$ cat config.mk
export PLATFORM = sky130hd
export DESIGN_NAME = frame_resize_sequencer
export DESIGN_NICKNAME = d
export VERILOG_FILES = /design/src/rtl/resize_pkg.sv /design/src/rtl/frame_geom_checker.sv /design/src/rtl/frame_resize_sequencer.sv
export SDC_FILE = /design/constraint.sdc
export NUM_CORES = 1
export LEC_CHECK = 0
export ABC_AREA = 1
export CAP_MARGIN = 20
export CORE_UTILIZATION = 56
export CTS_BUF_LIST = sky130_fd_sc_hd__clkbuf_8 sky130_fd_sc_hd__clkbuf_16
export DETAILED_ROUTE_END_ITERATION = 10
export GPL_ROUTABILITY_DRIVEN = 0
export GPL_TIMING_DRIVEN = 0
export PLACE_DENSITY_LB_ADDON = 0.3
export RECOVER_POWER = 25
export SLEW_MARGIN = 10
export SYNTH_ARGS = -nofsm -noshare
export SYNTH_HDL_FRONTEND = slang
export SYNTH_SLANG_ARGS = --single-unit
export TNS_END_PERCENT = 100
$ cat constraint.sdc
create_clock -name i_clk -period 6.55 [get_ports i_clk]
set_input_delay 0.9825 -clock i_clk [delete_from_list [all_inputs] [get_ports i_clk]]
set_output_delay 0.9825 -clock i_clk [all_outputs]
set_load 0.02 [all_outputs]
$ cat src/rtl/resize_pkg.sv
// rtl/resize_pkg.sv - shared types and constants for the resize path
// Contents:
//   DW                  pixel width, R[23:16] G[15:8] B[7:0]
//   R_LSB/G_LSB/B_LSB   RGB field offsets, CH_W channel width
//   seq_state_t         sequencer state encoding
//   geom_err_t          geometry error codes from frame_geom_checker
//   sat_inc8            saturating 8-bit increment
package resize_pkg;

  localparam int DW    = 24;
  localparam int CH_W  = 8;
  localparam int R_LSB = 16;
  localparam int G_LSB = 8;
  localparam int B_LSB = 0;

  typedef enum logic [2:0] {
    ST_IDLE     = 3'd0,
    ST_WAIT_SOF = 3'd1,
    ST_PASS     = 3'd2,
    ST_DRAIN    = 3'd3,
    ST_DONE     = 3'd4,
    ST_ERROR    = 3'd5
  } seq_state_t;

  typedef enum logic [1:0] {
    GERR_NONE        = 2'd0,
    GERR_SOF         = 2'd1,
    GERR_EOL_EARLY   = 2'd2,
    GERR_EOL_MISSING = 2'd3
  } geom_err_t;

  function automatic logic [7:0] sat_inc8(input logic [7:0] v);
    return (v == 8'hFF) ? v : v + 8'd1;
  endfunction

endpackage

$ cat src/rtl/frame_geom_checker.sv
// rtl/frame_geom_checker.sv - x/y position tracking and SOF/EOL checks
// Ports:
//   i_clk, i_rst     clock, async active-high reset
//   i_clear          synchronous clear of x/y
//   i_sof_mode       waiting for SOF: only a tvalid&tuser beat is accepted
//   i_check_mode     inside a frame: every valid beat is checked
//   i_tvalid/tuser/tlast  input beat qualifiers
//   o_beat_ok        beat may be forwarded
//   o_frame_end      accepted beat is the last of the frame
//   o_err            error raised by the current beat (beat is rejected)
module frame_geom_checker
  import resize_pkg::*;
#(
  parameter int N_x = 64,
  parameter int N_y = 48
) (
  input  logic      i_clk,
  input  logic      i_rst,
  input  logic      i_clear,
  input  logic      i_sof_mode,
  input  logic      i_check_mode,
  input  logic      i_tvalid,
  input  logic      i_tuser,
  input  logic      i_tlast,
  output logic      o_beat_ok,
  output logic      o_frame_end,
  output geom_err_t o_err
);

  localparam int XW = $clog2(N_x);
  localparam int YW = $clog2(N_y);
  localparam logic [XW-1:0] X_LAST = XW'(N_x - 1);
  localparam logic [YW-1:0] Y_LAST = YW'(N_y - 1);

  logic [XW-1:0] r_x;
  logic [YW-1:0] r_y;
  logic          w_x_last;
  logic          w_y_last;

  assign w_x_last = (r_x == X_LAST);
  assign w_y_last = (r_y == Y_LAST);

  // SOF beats are accepted unchecked; in-frame beats are checked SOF first,
  // then early EOL, then missing EOL.
  always_comb begin
    o_beat_ok   = 1'b0;
    o_frame_end = 1'b0;
    o_err       = GERR_NONE;
    if (i_sof_mode) begin
      o_beat_ok = i_tvalid & i_tuser;
    end else if (i_check_mode && i_tvalid) begin
      if (i_tuser) begin
        o_err = GERR_SOF;
      end else if (i_tlast && !w_x_last) begin
        o_err = GERR_EOL_EARLY;
      end else if (!i_tlast && w_x_last) begin
        o_err = GERR_EOL_MISSING;
      end else begin
        o_beat_ok   = 1'b1;
        o_frame_end = w_x_last & w_y_last;
      end
    end
  end

  // The SOF beat itself is x=0,y=0, so the next expected position is x=1.
  always_ff @(posedge i_clk or posedge i_rst) begin
    if (i_rst) begin
      r_x <= '0;
      r_y <= '0;
    end else if (i_clear) begin
      r_x <= '0;
      r_y <= '0;
    end else if (o_beat_ok) begin
      if (i_sof_mode) begin
        r_x <= XW'(1);
        r_y <= '0;
      end else if (w_x_last) begin
        r_x <= '0;
        r_y <= w_y_last ? '0 : r_y + 1'b1;
      end else begin
        r_x <= r_x + 1'b1;
      end
    end
  end

endmodule

$ cat src/rtl/frame_resize_sequencer.sv
// rtl/frame_resize_sequencer.sv - admits whole frames into frame_resize
// Ports:
//   i_clk, i_rst                    clock, async active-high reset
//   i_start, i_abort, i_frames      command pulse, abort, frame count
//   i_s_axis_t*                     source stream (no backpressure)
//   o_m_axis_t*                     gated, registered stream to frame_resize
//   o_busy                          high in WAIT_SOF, PASS, DRAIN
//   o_done                          one-cycle pulse after the last drain
//   o_err_eol_early/missing, o_err_sof  sticky geometry error flags
//   o_frames_done                   frames completed since last start
module frame_resize_sequencer
  import resize_pkg::*;
#(
  parameter int N_x          = 64,
  parameter int N_y          = 48,
  parameter int DRAIN_CYCLES = 64
) (
  input  logic          i_clk,
  input  logic          i_rst,
  input  logic          i_start,
  input  logic          i_abort,
  input  logic [7:0]    i_frames,
  input  logic          i_s_axis_tvalid,
  input  logic          i_s_axis_tuser,
  input  logic          i_s_axis_tlast,
  input  logic [DW-1:0] i_s_axis_tdata,
  output logic          o_m_axis_tvalid,
  output logic          o_m_axis_tuser,
  output logic          o_m_axis_tlast,
  output logic [DW-1:0] o_m_axis_tdata,
  output logic          o_busy,
  output logic          o_done,
  output logic          o_err_eol_early,
  output logic          o_err_eol_missing,
  output logic          o_err_sof,
  output logic [7:0]    o_frames_done
);

  localparam int DCW = $clog2(DRAIN_CYCLES + 1);
  localparam logic [DCW-1:0] DC_LAST = DCW'(DRAIN_CYCLES - 1);

  seq_state_t    r_state;
  seq_state_t    w_state_nxt;
  logic [7:0]    r_frames_left;
  logic [7:0]    r_frames_done;
  logic [DCW-1:0] r_drain_cnt;
  logic          r_m_tvalid;
  logic          r_m_tuser;
  logic          r_m_tlast;
  logic [DW-1:0] r_m_tdata;
  logic          r_done;
  logic          r_err_eol_early;
  logic          r_err_eol_missing;
  logic          r_err_sof;

  logic          w_start_ok;
  logic          w_drain_last;
  logic          w_beat_ok;
  logic          w_frame_end;
  geom_err_t     w_geom_err;
  logic          w_forward;
  logic          w_busy;
  logic          w_done_set;

  // abort beats start; a zero frame count makes start a no-op
  assign w_start_ok   = i_start & ~i_abort & (i_frames != 8'd0) &
                        ((r_state == ST_IDLE) | (r_state == ST_ERROR));
  assign w_drain_last = (r_drain_cnt == DC_LAST);

  frame_geom_checker #(
    .N_x (N_x),
    .N_y (N_y)
  ) u_geom (
    .i_clk        (i_clk),
    .i_rst        (i_rst),
    .i_clear      (i_abort | w_start_ok),
    .i_sof_mode   (r_state == ST_WAIT_SOF),
    .i_check_mode (r_state == ST_PASS),
    .i_tvalid     (i_s_axis_tvalid),
    .i_tuser      (i_s_axis_tuser),
    .i_tlast      (i_s_axis_tlast),
    .o_beat_ok    (w_beat_ok),
    .o_frame_end  (w_frame_end),
    .o_err        (w_geom_err)
  );

  always_ff @(posedge i_clk or posedge i_rst) begin
    if (i_rst) r_state <= ST_IDLE;
    else       r_state <= w_state_nxt;
  end

  always_comb begin
    w_state_nxt = r_state;
    if (i_abort) begin
      w_state_nxt = ST_IDLE;
    end else begin
      case (r_state)
        ST_IDLE:     if (w_start_ok) w_state_nxt = ST_WAIT_SOF;
        ST_WAIT_SOF: if (w_beat_ok) w_state_nxt = ST_PASS;
        ST_PASS: begin
          if (w_geom_err != GERR_NONE) w_state_nxt = ST_ERROR;
          else if (w_frame_end)        w_state_nxt = ST_DRAIN;
        end
        // frames_left was already decremented on the frame's last beat
        ST_DRAIN: if (w_drain_last)
          w_state_nxt = (r_frames_left == 8'd0) ? ST_DONE : ST_WAIT_SOF;
        ST_DONE:     w_state_nxt = ST_IDLE;
        ST_ERROR:    if (w_start_ok) w_state_nxt = ST_WAIT_SOF;
        default:     w_state_nxt = ST_IDLE;
      endcase
    end
  end

  // beat_ok is only ever raised in WAIT_SOF or PASS
  always_comb begin
    w_forward  = w_beat_ok & ~i_abort;
    w_busy     = (r_state == ST_WAIT_SOF) | (r_state == ST_PASS) |
                 (r_state == ST_DRAIN);
    w_done_set = (r_state == ST_DONE) & ~i_abort;
  end

  always_ff @(posedge i_clk or posedge i_rst) begin
    if (i_rst) begin
      r_m_tvalid        <= 1'b0;
      r_m_tuser         <= 1'b0;
      r_m_tlast         <= 1'b0;
      r_m_tdata         <= '0;
      r_done            <= 1'b0;
      r_frames_left     <= 8'd0;
      r_frames_done     <= 8'd0;
      r_drain_cnt       <= '0;
      r_err_eol_early   <= 1'b0;
      r_err_eol_missing <= 1'b0;
      r_err_sof         <= 1'b0;
    end else begin
      r_m_tvalid <= w_forward;
      if (w_forward) begin
        r_m_tuser <= i_s_axis_tuser;
        r_m_tlast <= i_s_axis_tlast;
        r_m_tdata <= i_s_axis_tdata;
      end
      r_done <= w_done_set;

      if (i_abort) begin
        r_frames_left     <= 8'd0;
        r_drain_cnt       <= '0;
        r_err_eol_early   <= 1'b0;
        r_err_eol_missing <= 1'b0;
        r_err_sof         <= 1'b0;
      end else if (w_start_ok) begin
        r_frames_left     <= i_frames;
        r_frames_done     <= 8'd0;
        r_drain_cnt       <= '0;
        r_err_eol_early   <= 1'b0;
        r_err_eol_missing <= 1'b0;
        r_err_sof         <= 1'b0;
      end else begin
        if (r_state == ST_PASS) begin
          case (w_geom_err)
            GERR_SOF:         r_err_sof         <= 1'b1;
            GERR_EOL_EARLY:   r_err_eol_early   <= 1'b1;
            GERR_EOL_MISSING: r_err_eol_missing <= 1'b1;
            default:          ;
          endcase
          if (w_frame_end) begin
            r_frames_left <= r_frames_left - 8'd1;
            r_frames_done <= sat_inc8(r_frames_done);
          end
        end
        if (r_state == ST_DRAIN)
          r_drain_cnt <= w_drain_last ? '0 : r_drain_cnt + 1'b1;
      end
    end
  end

  assign o_m_axis_tvalid   = r_m_tvalid;
  assign o_m_axis_tuser    = r_m_tuser;
  assign o_m_axis_tlast    = r_m_tlast;
  assign o_m_axis_tdata    = r_m_tdata;
  assign o_busy            = w_busy;
  assign o_done            = r_done;
  assign o_err_eol_early   = r_err_eol_early;
  assign o_err_eol_missing = r_err_eol_missing;
  assign o_err_sof         = r_err_sof;
  assign o_frames_done     = r_frames_done;

endmodule

==> impl_metrics.tcl, run 1 <==
set metrics [dict create \
    irDropWorstVdd_mv 0.266 \
    ant_nets 0 \
    firstDrtPassIters 7 \
    seqCellArea_um2 1730 \
    syn_nets 544 \
    dp_hpwl_um 6430 \
    ys_seq_area_share_pct 45.2 \
    synth_area_um2 3820 \
    clkPwrFrac_pct 21.5 \
    die-area_um2 7160 \
    start_kind "input pin" \
    critPathKind "in2async" \
    post-place-ws_ns 3.63 \
    clock_tree.buffer_depth 2 \
    rsz0062_at_grt "no" \
    initial_core_util_pct 59.2 \
    numCtsBuffers 9 \
    arrival_ns 3.91 \
    die_w_um 84.6 \
    drv_slew 47 \
    post_cts_buffers 0 \
    ioPinCount 79 \
    clkTransAtPathRegs_ns 0.08 \
    switching_share_pct 39.0 \
    reg2reg_from "u_geom.r_x[0]$_DFFE_PP0P_" \
    coreArea_um2 6460 \
    insertion_delay_ns 0.35 \
    worstReg2RegEnd "r_state[1]$_DFFE_PP0P_" \
    areaGrowthSynthToFinish_pct 28.5 \
    outcome "complete, but fails checks" \
    cts-htree-levels 3 \
    antenna_found_initial 0 \
    cts_sinks 69 \
    viasPerCell 5.32 \
    grt_pass1_wl_um 15400 \
    post_cts_resized 0 \
    hold_viol 0 \
    switching_power_uw 659 \
    drt-initial-drc-count 224 \
    hp-class "reg2reg" \
    synth_seq_cells 69 \
    power.density_nw_per_um2 344 \
    vias 3552 \
    regToRegSetupSlack_ns 4.10 \
    crit_end "u_geom.r_x[2]$_DFFE_PP0P_" \
    power_leakage_uw 0.00246 \
    fin_crit_sh_pct 60.0 \
    grt_pass1_vias 3578 \
    tritoncts "yes" \
    num_rows 29 \
    max_freq_mhz 254 \
    finalSetupViolations 0 \
    rr_worst_depth 16 \
    cp.required_ns 6.52 \
    violations "capacitance limit, slew limit" \
    avgRoutedWirePerCell_um 13.3 \
    cts_root_buffer "clkbuf_8" \
    multi_input_comb_area_um2 1810 \
    drc 0 \
    avgSynthCellArea_um2 7.71 \
    postRouteWirelength_um 8890 \
    gr-total-overflow 0 \
    groute.usage.overall_pct 27.1 \
    syn_inst 496 \
    grt_max_degree 47 \
    fillerInstances 467 \
    comb_power_share_pct 42.6 \
    io_buffer_count 78 \
    crit_path_start "i_rst" \
    cap_violations 1 \
    worst_slew_pin_slew_ns 2.35 \
    slew-limit-headroom_pct -56.5 \
    seqPwrFrac_pct 35.8 \
    setup_tns_ns 0 \
    finalClockSkew_ns 0.00935 \
    die_h_um 84.6 \
    cts.hold.buffers_added 0 \
    fin_crit_ns 3.93 \
    worstPathMaxFanout 46 \
    end_kind "async pin" \
    yosysUniqueCellTypes 34 \
    finalWorstSetupSlack_ns 2.62 \
    drive_gt1_share_pct 10.2 \
    n_antenna_cell 0 \
    nets 634 \
    yosys_warnings 0 \
    intPower_uw 1030 \
]
per-layer routing:
metal	up-vias	GRT usage, %	share of wire [%]
li1	1767	-	-
met1	1666	32.1	42
met2	103	48.0	52
met3	16	5.01	4.8
met4	0	11.9	1.7
met5	-	0	0
power groups by stage:
stage	Combinational [uW]	Clock (uW)	Sequential (uW)
finish	721	364	606
CTS	726	369	605
detailed placement	722	0	609
global route	790	387	620
global placement	699	0	607
floorplan	348	0	700
sequential cells by signal, indices dropped and copies added (netlist names):
register,count
o_done,1
o_err_eol_early,1
o_err_eol_missing,1
o_err_sof,1
o_frames_done,8
o_m_axis_tdata,24
o_m_axis_tlast,1
o_m_axis_tuser,1
o_m_axis_tvalid,1
r_drain_cnt,7
r_frames_left,8
r_state,3
u_geom.r_x,6
u_geom.r_y,6
placed cells by master (no fill, tap or decap), types with 3 or more instances in the layout:
cell and instances:
a21oi_1 6, buf_2 5, buf_4 3, buf_6 5, clkbuf_8 10, clkdlybuf4s50_1 77
dfrtp_1 69, ha_1 9, inv_1 40, inv_2 8, nand2_1 172, nand2_2 3
nand2_4 3, nand3_1 57, nand4_1 11, nor2_1 46, nor2_2 4, nor3_1 3
nor3b_1 3, o21ai_0 11, o21ai_1 6, o21ai_2 4, xor2_1 9
cells by family after synthesis:
group	after synthesis	synth area share [%]
flip-flops	69	45.2
AO/OA/AOI/OAI	33	5.27
buffers and inverters	62	7.53
adder cells (fa/ha/maj)	9	2.95
XOR/XNOR	10	2.29
AND/OR/NAND/NOR	313	36.8
worst max-delay path, stage by stage:
cell,delay [ns]
dlygate4sd3_1,0.55
clkinvlp_2,0.62
clkbuf_1,1.73
final cells by class:
cell class	instances	share of cell area, %
flip-flops and latches	69	35.1
well taps	77	1.96
multi-input cells	365	36.8
inverters	49	3.77
clock buffers	10	2.80
repair buffers	79	16.0
clock inverters	6	1.45
plain buffers	13	2.11
stage by stage:
step	cell area (um2)	utilization (%)	hold slack [ns]	total power, uW	std cells
floorplan	3820	-	0.471	1050	496
global placement	4700	72.8	0.463	1310	651
detailed placement	4730	73.2	0.468	1330	652
CTS	4940	76.5	0.489	1700	668
global route	4910	76.1	0.515	1800	668
finish	4910	76.1	0.488	1690	668
cell usage after synthesis, drive strengths merged:
| cell | number | area, um2 |
|---|---|---|
| nand2 | 178 | 698 |
| dfrtp | 69 | 1730 |
| nand3 | 61 | 340 |
| nor2 | 52 | 229 |
| inv | 49 | 184 |
| o21ai | 21 | 120 |
| buf | 13 | 104 |
| nand4 | 11 | 68.8 |
| ha | 9 | 113 |
| xor2 | 9 | 78.8 |
| a21oi | 7 | 46.3 |
| nor3 | 3 | 15.0 |
| nor3b | 3 | 22.5 |
| a31oi | 2 | 12.5 |
| nand3b | 2 | 15.0 |
| nor4 | 2 | 12.5 |
| a21o | 1 | 7.51 |
| o21a | 1 | 7.51 |
| o21bai | 1 | 7.51 |
| or2 | 1 | 6.26 |
| xnor2 | 1 | 8.76 |
how the worst min path moves through the flow:
| stage | depth (start not counted) | startpoint | endpoint |
|---|---|---|---|
| floorplan | 2 | u_geom.r_y[5]$_DFFE_PP0P_ | u_geom.r_y[5]$_DFFE_PP0P_ |
| global placement | 2 | o_m_axis_tdata[21]$_DFFE_PP0P_ | o_m_axis_tdata[21]$_DFFE_PP0P_ |
| detailed placement | 2 | o_m_axis_tdata[12]$_DFFE_PP0P_ | o_m_axis_tdata[12]$_DFFE_PP0P_ |
| CTS | 2 | o_m_axis_tdata[20]$_DFFE_PP0P_ | o_m_axis_tdata[20]$_DFFE_PP0P_ |
| global route | 2 | o_m_axis_tdata[20]$_DFFE_PP0P_ | o_m_axis_tdata[20]$_DFFE_PP0P_ |
| finish | 2 | o_m_axis_tdata[14]$_DFFE_PP0P_ | o_m_axis_tdata[14]$_DFFE_PP0P_ |
(Power assumes the default switching activity.)
==> run 2, diff against run 1 <==
--- a/config.mk
+++ b/config.mk
@@ -7,7 +7,7 @@
 export LEC_CHECK = 0
 export ABC_AREA = 1
 export CAP_MARGIN = 20
-export CORE_UTILIZATION = 56
+export CORE_UTILIZATION = 52
 export CTS_BUF_LIST = sky130_fd_sc_hd__clkbuf_8 sky130_fd_sc_hd__clkbuf_16
 export DETAILED_ROUTE_END_ITERATION = 10
 export GPL_ROUTABILITY_DRIVEN = 0
==> constraint.sdc (replaced) <==
create_clock -name i_clk -period 3.8 [get_ports i_clk]
set_input_delay 0.57 -clock i_clk [delete_from_list [all_inputs] [get_ports i_clk]]
set_output_delay 0.57 -clock i_clk [all_outputs]
set_load 0.02 [all_outputs]
==> run 2 against run 1 <==
  * The run now ends clean
  * Critical path depth grew 13
  * Routed wire length shrank 0.24%
  * Clock skew is essentially flat
  * Power grew 72%
  * Die area grew 7.5%
  * Global-route usage shrank 2.0 points
  * Register-to-register slack lost 2.8 ns
  * Sequential power grew 72%
  * Worst setup slack lost 1.3 ns
  * Flip-flop and latch count is the same
  * First-iteration DRC count shrank 13%
==> impl_metrics.tcl, run 2 (same netlist as run 1, synthesis figures left out) <==
set metrics [dict create \
    outcome "completed" \
    antenna_found_initial 0 \
    n_antenna_cell 0 \
    end_kind "flip-flop" \
    hold_viol 0 \
    gr-total-overflow 0 \
    post_cts_buffers 0 \
    finalSetupViolations 0 \
    worst_slew_pin_slew_ns 1.41 \
    ant_nets 0 \
    critPathKind "reg2reg" \
    hold_ws_ns 0.486 \
    whs_path_depth 2 \
    cts_sinks 69 \
    cp.required_ns 4.04 \
    avgRoutedWirePerCell_um 12.9 \
    drive_gt1_share_pct 10.3 \
    clock_tree.buffer_depth 2 \
    insertion_delay_ns 0.35 \
    slew-limit-headroom_pct 6.10 \
    power.density_nw_per_um2 588 \
    irDropWorstVdd_mv 0.499 \
    grt_pass1_vias 3347 \
    cts-htree-levels 3 \
    layout_commonest_cell "nand2_1" \
    vias 3505 \
    worstPathMaxFanout 5 \
    rsz0062_at_grt "no" \
    fin_crit_ns 2.48 \
    io_buffer_count 78 \
    coreArea_um2 6940 \
    grt_max_degree 59 \
    fin_crit_sh_pct 65.3 \
    start_kind "flip-flop" \
    num_rows 30 \
    areaGrowthSynthToFinish_pct 29.2 \
    drv_slew 0 \
    initial_core_util_pct 55.1 \
    drt-initial-drc-count 195 \
    setup_tns_ns 0 \
    clkTransAtPathRegs_ns 0.08 \
    postRouteWirelength_um 8870 \
    max_freq_mhz 403 \
    cts.hold.buffers_added 0 \
    nets 634 \
    die_h_um 87.8 \
    groute.usage.overall_pct 25.1 \
    cts_root_buffer "clkbuf_8" \
    grt_pass1_wl_um 15000 \
    rr_worst_depth 16 \
    largest_reg_flops 24 \
    numCtsBuffers 9 \
    ioPinCount 79 \
    cap_violations 0 \
    arrival_ns 2.72 \
    final_cell_mix "172 x nand2_1, 77 x clkdlybuf4s50_1, 69 x dfrtp_1, 57 x nand3_1, 46 x nor2_1" \
    die-area_um2 7700 \
    tritoncts "yes" \
    die_w_um 87.8 \
    firstDrtPassIters 4 \
    power_leakage_uw 0.00246 \
    finalClockSkew_ns 0.00973 \
    post_cts_resized 0 \
    drc 0 \
    viasPerCell 5.10 \
    dp_hpwl_um 6470 \
    hp-class "reg2reg" \
]
run 2: cell counts in the layout (fill, tap and decap cells not counted):
No cell type changed its count.
run 2: per-layer routing:
metal / part of all wire (%) / vias to the layer above / wire length [um] / GRT usage [%]
li1: - / 1763 / - / -
met1: 44 / 1669 / 3860 / 31.2
met2: 52 / 63 / 4630 / 43.4
met3: 3.0 / 10 / 269 / 4.34
met4: 1.3 / 0 / 111 / 9.84
met5: 0 / - / 0 / 0
run 2: cell type report:
type                    count  area (um2)
clock inverters             6        71.3
repair buffers             79         786
inverters                  49         185
clock buffers              10         138
fillers                   538        2000
multi-input cells         365        1810
flip-flops and latches     69        1730
plain buffers              13         104
well taps                  96         120
run 2: path summary, 6_finish.rpt:
check / slack [ns] / end / startpoint
setup / recovery: 1.32 / r_state[1]$_DFFE_PP0P_ / u_geom.r_x[0]$_DFFE_PP0P_
hold / removal: 0.49 / o_m_axis_tdata[4]$_DFFE_PP0P_ / o_m_axis_tdata[4]$_DFFE_PP0P_
setup reg to reg: 1.32 / r_state[1]$_DFFE_PP0P_ / u_geom.r_x[0]$_DFFE_PP0P_
hold reg to reg: 0.49 / o_m_axis_tdata[4]$_DFFE_PP0P_ / o_m_axis_tdata[4]$_DFFE_PP0P_
max in group asynchronous: 1.41 / u_geom.r_y[3]$_DFFE_PP0P_ / i_rst
min in group asynchronous: 0.67 / o_m_axis_tvalid$_DFF_PP0_ / i_rst
run 2: worst max-delay path, cell delays in order, from the launching register on:
cell and delay [ns]:
dfrtp_1 0.42, ha_1 0.20, nand2_1 0.09, nor2_2 0.13, nand3_1 0.15, inv_1 0.18
ha_1 0.28, nor2_1 0.19, inv_1 0.05, o21ai_0 0.14, nor2_1 0.08, nand2_1 0.07
nand2_1 0.04, nand2_1 0.10, nand2_1 0.10, nand2_1 0.08, nand2_1 0.05
run 2: power by group:
part	switching [uW]	internal, uW
Sequential	125	917
Clock	304	325
Combinational	697	536
run 2: through the flow:
step	instance area [um2]	util, %	worst slack (ns)	total power [uW]	cells
final	4940	71.1	1.32	2900	687
after global routing	4940	71.1	0.998	3100	687
after CTS	4960	71.5	1.34	2930	687
after detailed placement	4750	68.5	1.30	2290	671
after global placement	4720	68.0	0.284	2250	670
after floorplan	3820	-	1.49	1810	496
